--- config.mk ---
export PLATFORM = sky130hd
export DESIGN_NAME = fifo_pkt_writer
export DESIGN_NICKNAME = d
export VERILOG_FILES = /design/src/rtl/fifo_pkt_pkg.sv /design/src/rtl/fifo_pkt_writer.sv
export SDC_FILE = /design/constraint.sdc
export NUM_CORES = 1
export LEC_CHECK = 0
export ABC_AREA = 1
export BUFFER_PORTS_ARGS = -buffer_cell sky130_fd_sc_hd__buf_2
export CELL_PAD_IN_SITES_DETAIL_PLACEMENT = 1
export CELL_PAD_IN_SITES_GLOBAL_PLACEMENT = 1
export CORE_MARGIN = 2
export CORE_UTILIZATION = 45
export CTS_CLUSTER_SIZE = 8
export DETAILED_ROUTE_END_ITERATION = 8
export MAX_ROUTING_LAYER = met4
export PLACE_DENSITY = 0.78
export SLEW_MARGIN = 5
export SYNTH_ARGS = -nofsm -noshare
export SYNTH_HDL_FRONTEND = slang
export SYNTH_SLANG_ARGS = --single-unit
--- constraint.sdc ---
create_clock -name wr_clk -period 4.19 [get_ports wr_clk]
set_input_delay 0 -clock wr_clk [delete_from_list [all_inputs] [get_ports wr_clk]]
set_output_delay 0 -clock wr_clk [all_outputs]
set_load 0.02 [all_outputs]
--- src/rtl/fifo_pkt_pkg.sv ---
// Shared framing definitions for the dual-clock FIFO packet writer and the read-side parser.
package fifo_pkt_pkg;

    localparam logic [7:0] SYNC_BYTE = 8'hA5;
    localparam int         SEQ_W     = 4;
    localparam int         LEN_W     = 4;

    typedef enum logic [1:0] {
        COLLECT = 2'd0,
        HDR     = 2'd1,
        PAYLOAD = 2'd2,
        TRAIL   = 2'd3
    } pkt_wr_state_t;

    // 16-bit header word: sync byte, sequence number, payload length.
    function automatic logic [15:0] pkt_hdr(input logic [SEQ_W-1:0] seq,
                                            input logic [LEN_W-1:0] len);
        return {SYNC_BYTE, seq, len};
    endfunction

endpackage

--- src/rtl/fifo_pkt_writer.sv ---
// Write-domain packet framer: buffers a source packet, then pushes header/payload[/checksum] into the FIFO.
// Optional checksum trailer is enabled by defining PKT_CKSUM_EN.
module fifo_pkt_writer
    import fifo_pkt_pkg::*;
#(
    parameter int DATA_WIDTH = 16,
    parameter int MAX_LEN    = 8
) (
    input  logic                  wr_clk,
    input  logic                  rst_n,
    input  logic                  s_valid,
    input  logic [DATA_WIDTH-1:0] s_data,
    input  logic                  s_last,
    output logic                  s_ready,
    input  logic                  fifo_full,
    output logic                  fifo_wr_en,
    output logic [DATA_WIDTH-1:0] fifo_wr_data,
    output logic                  pkt_done,
    output logic                  busy
);

    localparam int               IDX_W     = (MAX_LEN > 1) ? $clog2(MAX_LEN) : 1;
    localparam logic [LEN_W-1:0] MAX_LEN_C = LEN_W'(MAX_LEN);

    pkt_wr_state_t         state_q, state_d;
    logic [LEN_W-1:0]      count_q, count_d;
    logic [LEN_W-1:0]      rd_idx_q, rd_idx_d;
    logic [SEQ_W-1:0]      seq_q, seq_d;
    logic [DATA_WIDTH-1:0] buf_q [MAX_LEN];
    logic [DATA_WIDTH-1:0] buf_d [MAX_LEN];
    logic [DATA_WIDTH-1:0] data_q, data_d;
    logic                  busy_q, busy_d;
    logic                  ready_q, ready_d;
    logic                  last_q, last_d;
`ifdef PKT_CKSUM_EN
    logic [DATA_WIDTH-1:0] cksum_q, cksum_d;
`endif

    logic                  xfer_s;
    logic                  wr_fire_s;
    logic [LEN_W-1:0]      len_nxt_s;
    logic [LEN_W-1:0]      idx_nxt_s;
    logic [LEN_W-1:0]      last_idx_s;

    assign xfer_s     = s_valid && ready_q;
    // The write strobe follows fifo_full combinationally so a full FIFO freezes the framer in place.
    assign wr_fire_s  = busy_q && !fifo_full;
    assign len_nxt_s  = count_q + LEN_W'(1);
    assign idx_nxt_s  = rd_idx_q + LEN_W'(1);
    assign last_idx_s = count_q - LEN_W'(1);

    assign s_ready      = ready_q;
    assign busy         = busy_q;
    assign fifo_wr_en   = wr_fire_s;
    assign fifo_wr_data = data_q;
    assign pkt_done     = wr_fire_s && last_q;

    // Next-state, buffer and output-word computation.
    always_comb begin
        state_d  = state_q;
        count_d  = count_q;
        rd_idx_d = rd_idx_q;
        seq_d    = seq_q;
        buf_d    = buf_q;
        data_d   = data_q;
        last_d   = last_q;
`ifdef PKT_CKSUM_EN
        cksum_d  = cksum_q;
`endif

        case (state_q)
            COLLECT: begin
                if (xfer_s) begin
                    buf_d[count_q[IDX_W-1:0]] = s_data;
                    count_d                   = len_nxt_s;
`ifdef PKT_CKSUM_EN
                    cksum_d                   = cksum_q + s_data;
`endif
                    if (s_last || (len_nxt_s == MAX_LEN_C)) begin
                        state_d = HDR;
                        data_d  = DATA_WIDTH'(pkt_hdr(seq_q, len_nxt_s));
                        last_d  = 1'b0;
                    end else begin
                        state_d = COLLECT;
                    end
                end else begin
                    state_d = COLLECT;
                end
            end

            HDR: begin
                if (wr_fire_s) begin
                    state_d  = PAYLOAD;
                    rd_idx_d = '0;
                    data_d   = buf_q[0];
`ifdef PKT_CKSUM_EN
                    last_d   = 1'b0;
`else
                    last_d   = (count_q == LEN_W'(1));
`endif
                end else begin
                    state_d = HDR;
                end
            end

            PAYLOAD: begin
                if (wr_fire_s) begin
                    if (rd_idx_q == last_idx_s) begin
`ifdef PKT_CKSUM_EN
                        state_d = TRAIL;
                        data_d  = cksum_q;
                        last_d  = 1'b1;
`else
                        state_d = COLLECT;
                        seq_d   = seq_q + SEQ_W'(1);
                        count_d = '0;
                        last_d  = 1'b0;
`endif
                    end else begin
                        rd_idx_d = idx_nxt_s;
                        data_d   = buf_q[idx_nxt_s[IDX_W-1:0]];
`ifdef PKT_CKSUM_EN
                        last_d   = 1'b0;
`else
                        last_d   = (idx_nxt_s == last_idx_s);
`endif
                    end
                end else begin
                    state_d = PAYLOAD;
                end
            end

            TRAIL: begin
`ifdef PKT_CKSUM_EN
                if (wr_fire_s) begin
                    state_d = COLLECT;
                    seq_d   = seq_q + SEQ_W'(1);
                    count_d = '0;
                    cksum_d = '0;
                    last_d  = 1'b0;
                end else begin
                    state_d = TRAIL;
                end
`else
                state_d = COLLECT;
                last_d  = 1'b0;
`endif
            end

            default: begin
                state_d = COLLECT;
                count_d = '0;
                last_d  = 1'b0;
            end
        endcase

        ready_d = (state_d == COLLECT);
        busy_d  = (state_d != COLLECT);
    end

    // State and datapath registers; reset drops any packet in flight.
    always_ff @(posedge wr_clk or negedge rst_n) begin
        if (!rst_n) begin
            state_q  <= COLLECT;
            count_q  <= '0;
            rd_idx_q <= '0;
            seq_q    <= '0;
            data_q   <= '0;
            busy_q   <= 1'b0;
            ready_q  <= 1'b0;
            last_q   <= 1'b0;
            for (int i = 0; i < MAX_LEN; i++) begin
                buf_q[i] <= '0;
            end
`ifdef PKT_CKSUM_EN
            cksum_q  <= '0;
`endif
        end else begin
            state_q  <= state_d;
            count_q  <= count_d;
            rd_idx_q <= rd_idx_d;
            seq_q    <= seq_d;
            data_q   <= data_d;
            busy_q   <= busy_d;
            ready_q  <= ready_d;
            last_q   <= last_d;
            buf_q    <= buf_d;
`ifdef PKT_CKSUM_EN
            cksum_q  <= cksum_d;
`endif
        end
    end

endmodule

==> results.md, run 1 <==
* Max clock buf depth at 2
* Slew HR at a little over two fifths
* ANT cells at 0
* R2R Path End: fifo_wr_data[8]
* Top Metal Used: met4
* Synth Warn # at 0
* WHS Endpoint: busy
* TNS Setup at 0 ps
* CTS H-tree depth at 4
* Mapped Area at just under 8000 um^2
* Post-route core utilization at between 50 and 60%
* Max-capacitance violation count at 0
* Commonest non-fill, non-tap cell in the layout: nand2_1
* Maximum vdd drop at 0.311 mV
* Top Ports at 41
* Met2 wire length at 10700 um
* Post-synth ARST share at 100%
* Hold Buf Count CTS at 19
* FP Rows at 48
* Initial DRC Count at between 400 and 500
* Largest net degree at the start of global routing at 84
* Final net count at slightly above 1000
* Die width at ~140 um
* Worst hold path type: in -> reg
* Crit start category: register
* HP Start: s_valid
* Final Critical Period at 2490 ps
* Worst reg-to-reg setup slack at between 1500 and 2000 ps
* Placed cells at between 1000 and 1500
* Endpoints failing hold at 0
* WP data required at roughly 4500 ps
* Clock share of power at 26.2%
* Final worst path period share at 59.4%
* Register area share after synthesis at between 50 and 60%
* Layout cell share with drive strength beyond 1 at roughly 13%
* Root Driver: clkbuf_16
* Layout area overhead at 14.1%
* Final WL at roughly 23000 um
* GPL Wtd Cong at approximately 0.81
* Via count at 6700
* Clk_skew at 8.88 ps
* Switching pwr at around 2200 uW
* Clock Sink Count at between 150 and 200
* Post-synth top flop: dfrtp_1
* P_int at 3710 uW
* DR DRC count at 0
* Pleak at around 0.0042 uW
* RSZ-0062 raised after global routing: false
* Setup violations, final at 0
* Placeable Area at around 17000 um^2
* Reg2Reg Depth at 9
* Finished Layout Cells at 1235
* Outcome: finished clean
* Initial antenna violation count at 0
* Yosys reg bits at 161
* Highest Clock Rate at 402 MHz
* Crit path capture type: register
* TritonCTS clock tree: yes
* Syn Inst Count at 962
* Worst-path clk slew at 70 ps
* Syn Nets at 992
* Worst Hold Depth at 5
* EDFF count, synth at 0
* First-pass GRT wire length at ~37000 um
* Initial Util at between 40 and 50%
* GRT overflow at 0
* Die Area at 18500 um^2
* Mean Syn Cell Area at between 8 and 9 um^2
* Number of post-CTS setup repair buffers at 0
* CTS buffer count at 17
* Pin slew with the least headroom to its limit at 852 ps
* Hold_ws at roughly 77 ps
* Distinct cells, synth at 33
* DR WL met3 at 660 um
* GRT Util Overall at between 20% and 30%
* WS Path Type: reg -> reg
* Clock Latency Late Sink at ~430 ps
* Fill cells at 2115
* Area occupied by multi-input gates at about 3200 um^2
* Vias in the first global route at ~6900
* Final ANT Viol Nets at 0
* Most frequent cells in the layout: nand2_1, o21ai_0, dfrtp_1
* # port buffers at 40
* Post-CTS Resized at 0
* Post-DP HPWL at roughly 14000 um
* Crit path DAT at roughly 2800 ps
* Seq pwr share at between 40 and 50%
* Final number of max-transition violations at 0
* WL/cell at around 18 um
* Pwr Density at between 600 and 700 nW/um^2
* Comb pwr share at between 30% and 40%
* CP Max Fanout at 49
* Sw Ratio at about 37%
* First-pass iteration count of the detailed router at 5
* Register Area at a little over 4000 um^2
* Chip height at roughly 140 um
* Critical R2R Launch: rd_idx_q[0]
* Routed vias/inst at 5.43
* M1 WL at 10700 um
-- state kept, by name, summed over array words and instances (netlist names) --
| name | count |
|---|---|
| last_q | 1 |
| buf_q | 128 |
| state_q | 2 |
| count_q | 4 |
| busy | 1 |
| fifo_wr_data | 16 |
| seq_q | 4 |
| s_ready | 1 |
| rd_idx_q | 4 |
-- area by class of cell --
class | count | share of cell area [%]
repair buffers | 72 | 5.66
clock buffers | 21 | 5.36
multi-input cells | 651 | 35.7
inverters | 94 | 3.97
flip-flops and latches | 161 | 45.0
clock inverters | 11 | 1.15
well taps | 225 | 3.14
-- cell families after synthesis --
group                    count (synthesis)  share of synthesized area [%]
flip-flops                             161                           51.3
adder cells (fa/ha/maj)                  9                           1.43
buffers and inverters                  150                           7.98
AO/OA/AOI/OAI                          295                           19.6
XOR/XNOR                                 7                          0.781
AND/OR/NAND/NOR                        340                           18.9
-- per-stage QoR --
stage / setup WS [ps] / power (uW) / instance area, um^2
after floorplan: 2230 / 3770 / 7850
after global placement: 1790 / 4240 / 8180
after detailed placement: 1750 / 4330 / 8180
after CTS: 1710 / 5900 / 8960
after global routing: 1440 / 6310 / 8960
final: 1700 / 5870 / 8960
-- critical path: stages (launching register included) --
cell and delay (ps):
dfrtp_2 460, inv_2 640, buf_4 460, a21oi_1 100, o21ai_0 110, nand2_1 80
nand2_1 60, o211ai_1 120, o21ai_0 240, nand2_1 80
-- metal layers --
layer	vias up	GRT usage, %
li1	3190	-
met1	3361	36.0
met2	118	42.9
met3	31	3.39
met4	0	8.91
met5	-	-
-- cell usage after synthesis, types with 2 or more instances --
master    number  area share [%]
nor2_1        35             1.7
a21oi_1       54             3.4
nand2_1      246              12
nor2_4         2            0.29
nor4_4         2            0.54
buf_4          2            0.19
inv_1         88             4.2
o21ai_2        8            0.89
clkbuf_1      36             1.7
nor2_2         4            0.32
ha_1           9             1.4
xor2_1         3            0.33
inv_2          5            0.24
nand4_1        3            0.24
o21ai_1        7            0.45
o21ai_0      210              13
buf_2         13            0.83
o211ai_1       9            0.86
or2_2          5            0.40
nand2_2        9            0.72
dfrtp_1      161              51
nand4_2        2            0.32
nand3_1       26             1.7
xnor2_1        4            0.45
nand2_4        2            0.29
buf_6          5            0.72
o22ai_1        6            0.48
-- how the worst max path moves through the flow --
stage          slack, ps         from              end
2_1_floorplan       2230   count_q[1]  fifo_wr_data[4]
3_3_place_gp        1790  rd_idx_q[0]  fifo_wr_data[9]
3_5_place_dp        1750  rd_idx_q[0]  fifo_wr_data[9]
4_1_cts             1710  rd_idx_q[0]  fifo_wr_data[8]
5_1_grt             1440  rd_idx_q[0]  fifo_wr_data[8]
6_report            1700  rd_idx_q[0]  fifo_wr_data[8]
-- power by group through the flow --
stage	Sequential, uW	Clock [uW]	Combinational, uW
floorplan	2540	0	1230
global placement	2550	0	1680
detailed placement	2580	0	1740
CTS	2560	1560	1780
global route	2650	1620	2040
finish	2570	1540	1770
Power figures use the tool's default switching activity.
==> run 2: changes to the inputs <==
==> constraint.sdc (replaced) <==
create_clock -name wr_clk -period 2.61 [get_ports wr_clk]
set_input_delay 0 -clock wr_clk [delete_from_list [all_inputs] [get_ports wr_clk]]
set_output_delay 0 -clock wr_clk [all_outputs]
set_load 0.02 [all_outputs]
==> run 2 against run 1 <==
Compared with the run above: cell count up 1.1%; sequential share of layout area down 0.51 points; sequential power rose by 61%; wire length up 4.1%; clock-buffer cell count up 5; critical path type unchanged; via count is 2.3% higher; die area unchanged; critical path depth increased by 2; register-to-register slack worse by 1500 ps; first-iteration DRC count is 6.7% lower; global-route usage up 0.79 points.
==> results.md, run 2 (synthesis results as in run 1) <==
* # port buffers at 40 (unchanged)
* Most frequent cells in the layout: nand2_1, o21ai_0, dfrtp_1
* R2R Path End: rd_idx_q[2]
* First-pass iteration count of the detailed router at 5 (unchanged)
* Highest Clock Rate at 423 MHz (+5.3%)
* Layout cell share with drive strength beyond 1 at 13.4% (+0.52 points)
* Die width at 136 um (unchanged)
* Routed vias/inst at 5.49 (+1.2%)
* Reg2Reg Depth at 11 (+2)
* Outcome: finished clean
* CTS H-tree depth at 4 (unchanged)
* Clk_skew at 10.5 ps (+1.64 ps)
* Top Ports at 41 (unchanged)
* Largest net degree at the start of global routing at 61 (-27%)
* Post-place setup slack at 372 ps (-1380 ps)
* CTS buffer count at 17 (unchanged)
* GRT Util Overall at 27.8% (+0.79 points)
* Clock Sink Count at 161 (unchanged)
* WL/cell at 18.8 um (+3.0%)
* Final WL at 23400 um (+4.1%)
* Setup violations, final at 0 (unchanged)
* HP Start: s_valid
* Root Driver: clkbuf_16
* Initial antenna violation count at 0 (unchanged)
* Pwr Density at 1040 nW/um^2 (+59%)
* Pleak at 0.00432 uW (+1.8%)
* Initial Util at 45.7% (unchanged)
* Vias in the first global route at 7270 (+5.3%)
* Pin slew with the least headroom to its limit at 610 ps (-242 ps)
* Critical R2R Launch: count_q[1]
* DR DRC count at 0 (unchanged)
* Slew HR at 59.4% (+16 points)
* FP Rows at 48 (unchanged)
* ANT cells at 0 (unchanged)
* Maximum vdd drop at 0.471 mV (+51%)
* TNS Setup at 0 ps (unchanged)
* Biggest register: buf_q
* Number of post-CTS setup repair buffers at 0 (unchanged)
* Worst reg-to-reg setup slack at 250 ps (-1450 ps)
* Worst Hold Depth at 5 (unchanged)
* Chip height at 136 um (unchanged)
* Die Area at 18500 um^2 (unchanged)
* Via count at 6855 (+2.3%)
* Endpoints failing hold at 0 (unchanged)
* WP data required at 2900 ps (-1600 ps)
* Final ANT Viol Nets at 0 (unchanged)
* Hold Buf Count CTS at 19 (unchanged)
* Post-DP HPWL at 15200 um (+10%)
* Final setup margin at 247 ps (-1450 ps)
* WS Path Type: reg -> reg
* TritonCTS clock tree: yes
* Final Critical Period at 2360 ps (-125 ps)
* Layout area overhead at 15.4%
* Clock Latency Late Sink at 430 ps (about the same)
* RSZ-0062 raised after global routing: false
* Crit path capture type: register
* First-pass GRT wire length at 38300 um (+3.4%)
* CP Max Fanout at 8 (-84%)
* GPL Wtd Cong at 0.837 (+3.4%)
* Max clock buf depth at 2 (unchanged)
* Crit path DAT at 2650 ps (-150 ps)
* Crit start category: register
* Worst hold path type: in -> reg
* Worst-path clk slew at 60 ps (about the same)
* Placeable Area at 17200 um^2 (unchanged)
* WHS Endpoint: state_q[0]
* Max-capacitance violation count at 0 (unchanged)
* Post-CTS Resized at 0 (unchanged)
* Final net count at 1041 (+1.4%)
* Final worst path period share at 90.5% (+31 points)
* Final number of max-transition violations at 0 (unchanged)
* Max reg flops at 128 (unchanged)
* Commonest non-fill, non-tap cell in the layout: nand2_1
* Initial DRC Count at 433 (-6.7%)
* GRT overflow at 0 (unchanged)
[run 2: cell types whose count changed in the layout (fill, tap and decap cells not counted), sizes merged]
cell,delta
buf,+14
clkbuf,+5
clkinvlp,-3
inv,-3
[run 2: layout make-up]
| cell class | count | area (um^2) |
|---|---|---|
| clock buffer | 26 | 489 |
| clock inverter | 5 | 53.8 |
| fill | 2138 | 8120 |
| inverter | 94 | 355 |
| multi-input combinational | 651 | 3200 |
| sequential | 161 | 4030 |
| tap | 225 | 282 |
| timing repair buffer | 86 | 649 |
[run 2: per-stage QoR]
step | cell area [um^2] | total power (uW) | util (%) | cells | hold slack [ps]
finish | 9060 | 9460 | 52.7 | 1248 | 54.9
global route | 9060 | 10100 | 52.7 | 1248 | 84.9
CTS | 9060 | 9510 | 52.7 | 1248 | 50.9
detailed placement | 8330 | 7030 | 48.5 | 1198 | 19.6
global placement | 8330 | 6880 | 48.5 | 1198 | 23.1
floorplan | 7850 | 6050 | - | 962 | -296
[run 2: worst max-delay path by stage]
stage / from / to / slack [ps] / depth (start not counted)
after global routing: count_q[1] / count_q[2] / 90 / 11
final: count_q[1] / rd_idx_q[2] / 250 / 11
after CTS: count_q[1] / rd_idx_q[2] / 290 / 11
after floorplan: count_q[1] / fifo_wr_data[4] / 650 / 13
after detailed placement: count_q[1] / rd_idx_q[2] / 370 / 11
after global placement: count_q[1] / rd_idx_q[2] / 400 / 11
[run 2: critical path, stage by stage, from the launching register on]
cell	delay, ps
dfrtp_1	550
inv_1	200
ha_1	410
inv_1	110
nand2_1	100
nand4_2	120
nor2_4	200
nand3_4	100
nand2_1	80
inv_1	150
nand2_1	110
o21ai_0	100
[run 2: routing by layer]
metal / vias up / GRT usage, % / part of all wire (%)
met5: - / - / 0
met1: 3472 / 35.3 / 46
li1: 3221 / - / -
met4: 0 / 7.70 / 1.7
met2: 126 / 45.7 / 48
met3: 36 / 5.11 / 3.4
[run 2: report_power, final]
part           internal (uW)  leakage, uW  switching, uW  total (uW)
registers               3560      0.00202            575        4130
logic                    996      0.00202           1960        2960
clock network           1380     0.000268            987        2370
total                   5940      0.00432           3530        9460
==> run 3: changes to the inputs <==
==> constraint.sdc (replaced) <==
create_clock -name wr_clk -period 2.57 [get_ports wr_clk]
set_input_delay 0 -clock wr_clk [delete_from_list [all_inputs] [get_ports wr_clk]]
set_output_delay 0 -clock wr_clk [all_outputs]
set_load 0.02 [all_outputs]
==> run 3 against run 2 <==
Compared with the run above: clock-buffer cell count shrank 8; critical path depth is the same; via count rose by 0.41%; final area grew 0.65%.
==> results.md, run 3 (synthesis results as in run 1) <==
* WP data required at 2850 ps (-50 ps)
* CTS H-tree depth at 4 (unchanged)
* R2R Path End: rd_idx_q[0]
* Biggest register: buf_q
* # port buffers at 40 (unchanged)
* Post-CTS Resized at 0 (unchanged)
* Largest net degree at the start of global routing at 68 (+11%)
* Setup violations, final at 0 (unchanged)
* Final number of max-transition violations at 0 (unchanged)
* Commonest non-fill, non-tap cell in the layout: nand2_1
* Most frequent cells in the layout: nand2_1, o21ai_0, dfrtp_1
* Via count at 6883 (+0.41%)
* Setup crit end: rd_idx_q[0]
* ANT cells at 0 (unchanged)
* GRT Util Overall at 28.1% (+0.32 points)
* Outcome: finished clean
* Maximum vdd drop at 0.543 mV (+15%)
* Endpoints failing hold at 0 (unchanged)
* Final Critical Period at 2320 ps (-44.5 ps)
* CP max stage delay at 560 ps (about the same)
* Sw Ratio at 37.0% (-0.26 points)
* Final worst path period share at 90.2% (-0.32 points)
* Vias in the first global route at 7242 (-0.39%)
* P_int at 6190 uW (+4.3%)
* Clk_skew at 14.0 ps (+3.47 ps)
* CTS buffer count at 17 (unchanged)
* Pin slew with the least headroom to its limit at 656 ps (+46.2 ps)
* Placed cells at 1202 (+0.33%)
* Initial antenna violation count at 0 (unchanged)
* Final net count at 1044 (+0.29%)
* Root Driver: clkbuf_16
* Initial Util at 45.7% (unchanged)
* RSZ-0062 raised after global routing: false
* Worst path depth at 11 (unchanged)
* Comb pwr share at 30.0% (-1.3 points)
* Die Area at 18500 um^2 (unchanged)
* First-pass iteration count of the detailed router at 4 (-1)
* Seq pwr share at 42.7% (-1.0 points)
* CP Buf/Inv Count at 3 (unchanged)
* GPL Wtd Cong at 0.829 (-0.97%)
* Max reg flops at 128 (unchanged)
* Post-DP HPWL at 15200 um (about the same)
* Worst-path clk slew at 60 ps (about the same)
* Pwr Density at 1080 nW/um^2 (+3.2%)
* Placeable Area at 17200 um^2 (unchanged)
* Final WL at 23700 um (+0.98%)
* Max-capacitance violation count at 0 (unchanged)
* Final ANT Viol Nets at 0 (unchanged)
* Finished Layout Cells at 1252 (+0.32%)
* CP max stage cell: dfrtp_1
* Worst hold path type: in -> reg
* Crit. Startpoint: count_q[1]
* CP Max Fanout at 8 (unchanged)
* Clock Latency Late Sink at 430 ps (about the same)
* TNS Setup at 0 ps (unchanged)
* Chip height at 136 um (unchanged)
* Crit path capture type: register
* Number of post-CTS setup repair buffers at 0 (unchanged)
* Worst reg-to-reg setup slack at 250 ps (about the same)
* Highest Clock Rate at 431 MHz (+1.9%)
* Initial DRC Count at 425 (-1.8%)
* Max clock buf depth at 2 (unchanged)
* Crit start category: register
* Switching pwr at 3640 uW (+3.1%)
* First-pass GRT wire length at 38600 um (+0.65%)
* Pleak at 0.00434 uW (+0.61%)
* Hold Buf Count CTS at 18 (-1)
* WS Path Type: reg -> reg
* Clock share of power at 27.3% (+2.3 points)
* GRT overflow at 0 (unchanged)
* CP dominant cell by count: inv_1
* Die width at 136 um (unchanged)
* Slew HR at 56.3% (-3.1 points)
* TritonCTS clock tree: yes
* Crit path DAT at 2600 ps (-50 ps)
* Clock Sink Count at 161 (unchanged)
* WL/cell at 18.9 um (+0.66%)
* FP Rows at 48 (unchanged)
* Critical path's top delay family: simple AND/OR/NAND/NOR gates
* Top Ports at 41 (unchanged)
* Reg2Reg Depth at 11 (unchanged)
* Layout area overhead at 16.1%
* DR DRC count at 0 (unchanged)
* Critical R2R Launch: count_q[1]
* Layout cell share with drive strength beyond 1 at 14.4% (+1.0 points)
* Critical path, cell by cell: inv_1 > ha_1 > inv_1 > nand2_1 > nand4_2 > nor2_4 > nand3_4 > nand2_1 > inv_1 > nand3_1 > o21ai_0
* Routed vias/inst at 5.50 (about the same)
* Fill cells at 2131 (-0.33%)
[run 3: changes by cell type in the layout (fill, tap and decap cells not counted), sizes merged]
cell         change
buf              +4
bufinv           +2
clkbuf           -8
clkinv           +2
clkinvlp         +2
dlygate4sd3      -1
inv              +3
[run 3: routing by layer]
layer	up-vias	global-route usage (%)	part of all wire (%)
li1	3238	-	-
met1	3467	35.3	45
met2	146	46.4	49
met3	32	5.18	4.4
met4	0	8.51	2.0
met5	-	-	0
[run 3: power groups by stage]
stage / registers, uW / logic [uW] / clock network [uW]
2_1_floorplan: 4140 / 2000 / 0
3_3_place_gp: 4150 / 2760 / 0
3_5_place_dp: 4210 / 2890 / 0
4_1_cts: 4190 / 2980 / 2720
5_1_grt: 4320 / 3370 / 2830
6_report: 4190 / 2950 / 2680
[run 3: worst min-delay path by stage]
stage / depth (start not counted) / slack, ps / from / end
2_1_floorplan: 0 / -300 / rst_n / buf_q[0]
3_3_place_gp: 1 / 50 / rst_n / busy
3_5_place_dp: 1 / 50 / rst_n / busy
4_1_cts: 4 / 4 / fifo_full / seq_q[0]
5_1_grt: 4 / 50 / fifo_full / seq_q[1]
6_report: 4 / 10 / fifo_full / seq_q[0]
[run 3: per-stage QoR]
stage                     total power [uW]  setup slack (ps)  utilization, %  hold WS [ps]  instance area (um^2)
after global placement                6920               401            48.4          45.1                  8320
after CTS                             9900               266            53.1          4.13                  9120
final                                 9830               252            53.1          11.7                  9120
after detailed placement              7100               340            48.4          50.2                  8320
after floorplan                       6140               611               -          -296                  7850
after global routing                 10500               107            53.1          49.3                  9120
[run 3: area by class of cell]
cell class / count / area, um^2 / area share, %
timing repair buffer: 89 / 632 / 6.93
clock inverter: 14 / 180 / 1.98
tap: 225 / 282 / 3.09
sequential: 161 / 4030 / 44.2
multi-input combinational: 651 / 3200 / 35.1
inverter: 94 / 355 / 3.90
clock buffer: 18 / 439 / 4.82
[run 3: worst register-to-register path, stage by stage (launching register included)]
cell     delay (ps)
dfrtp_1         560
inv_1           200
ha_1            390
inv_1            80
nand2_1          80
nand4_2         120
nor2_4          180
nand3_4         100
nand2_1          80
inv_1           140
nand3_1         130
o21ai_0         110
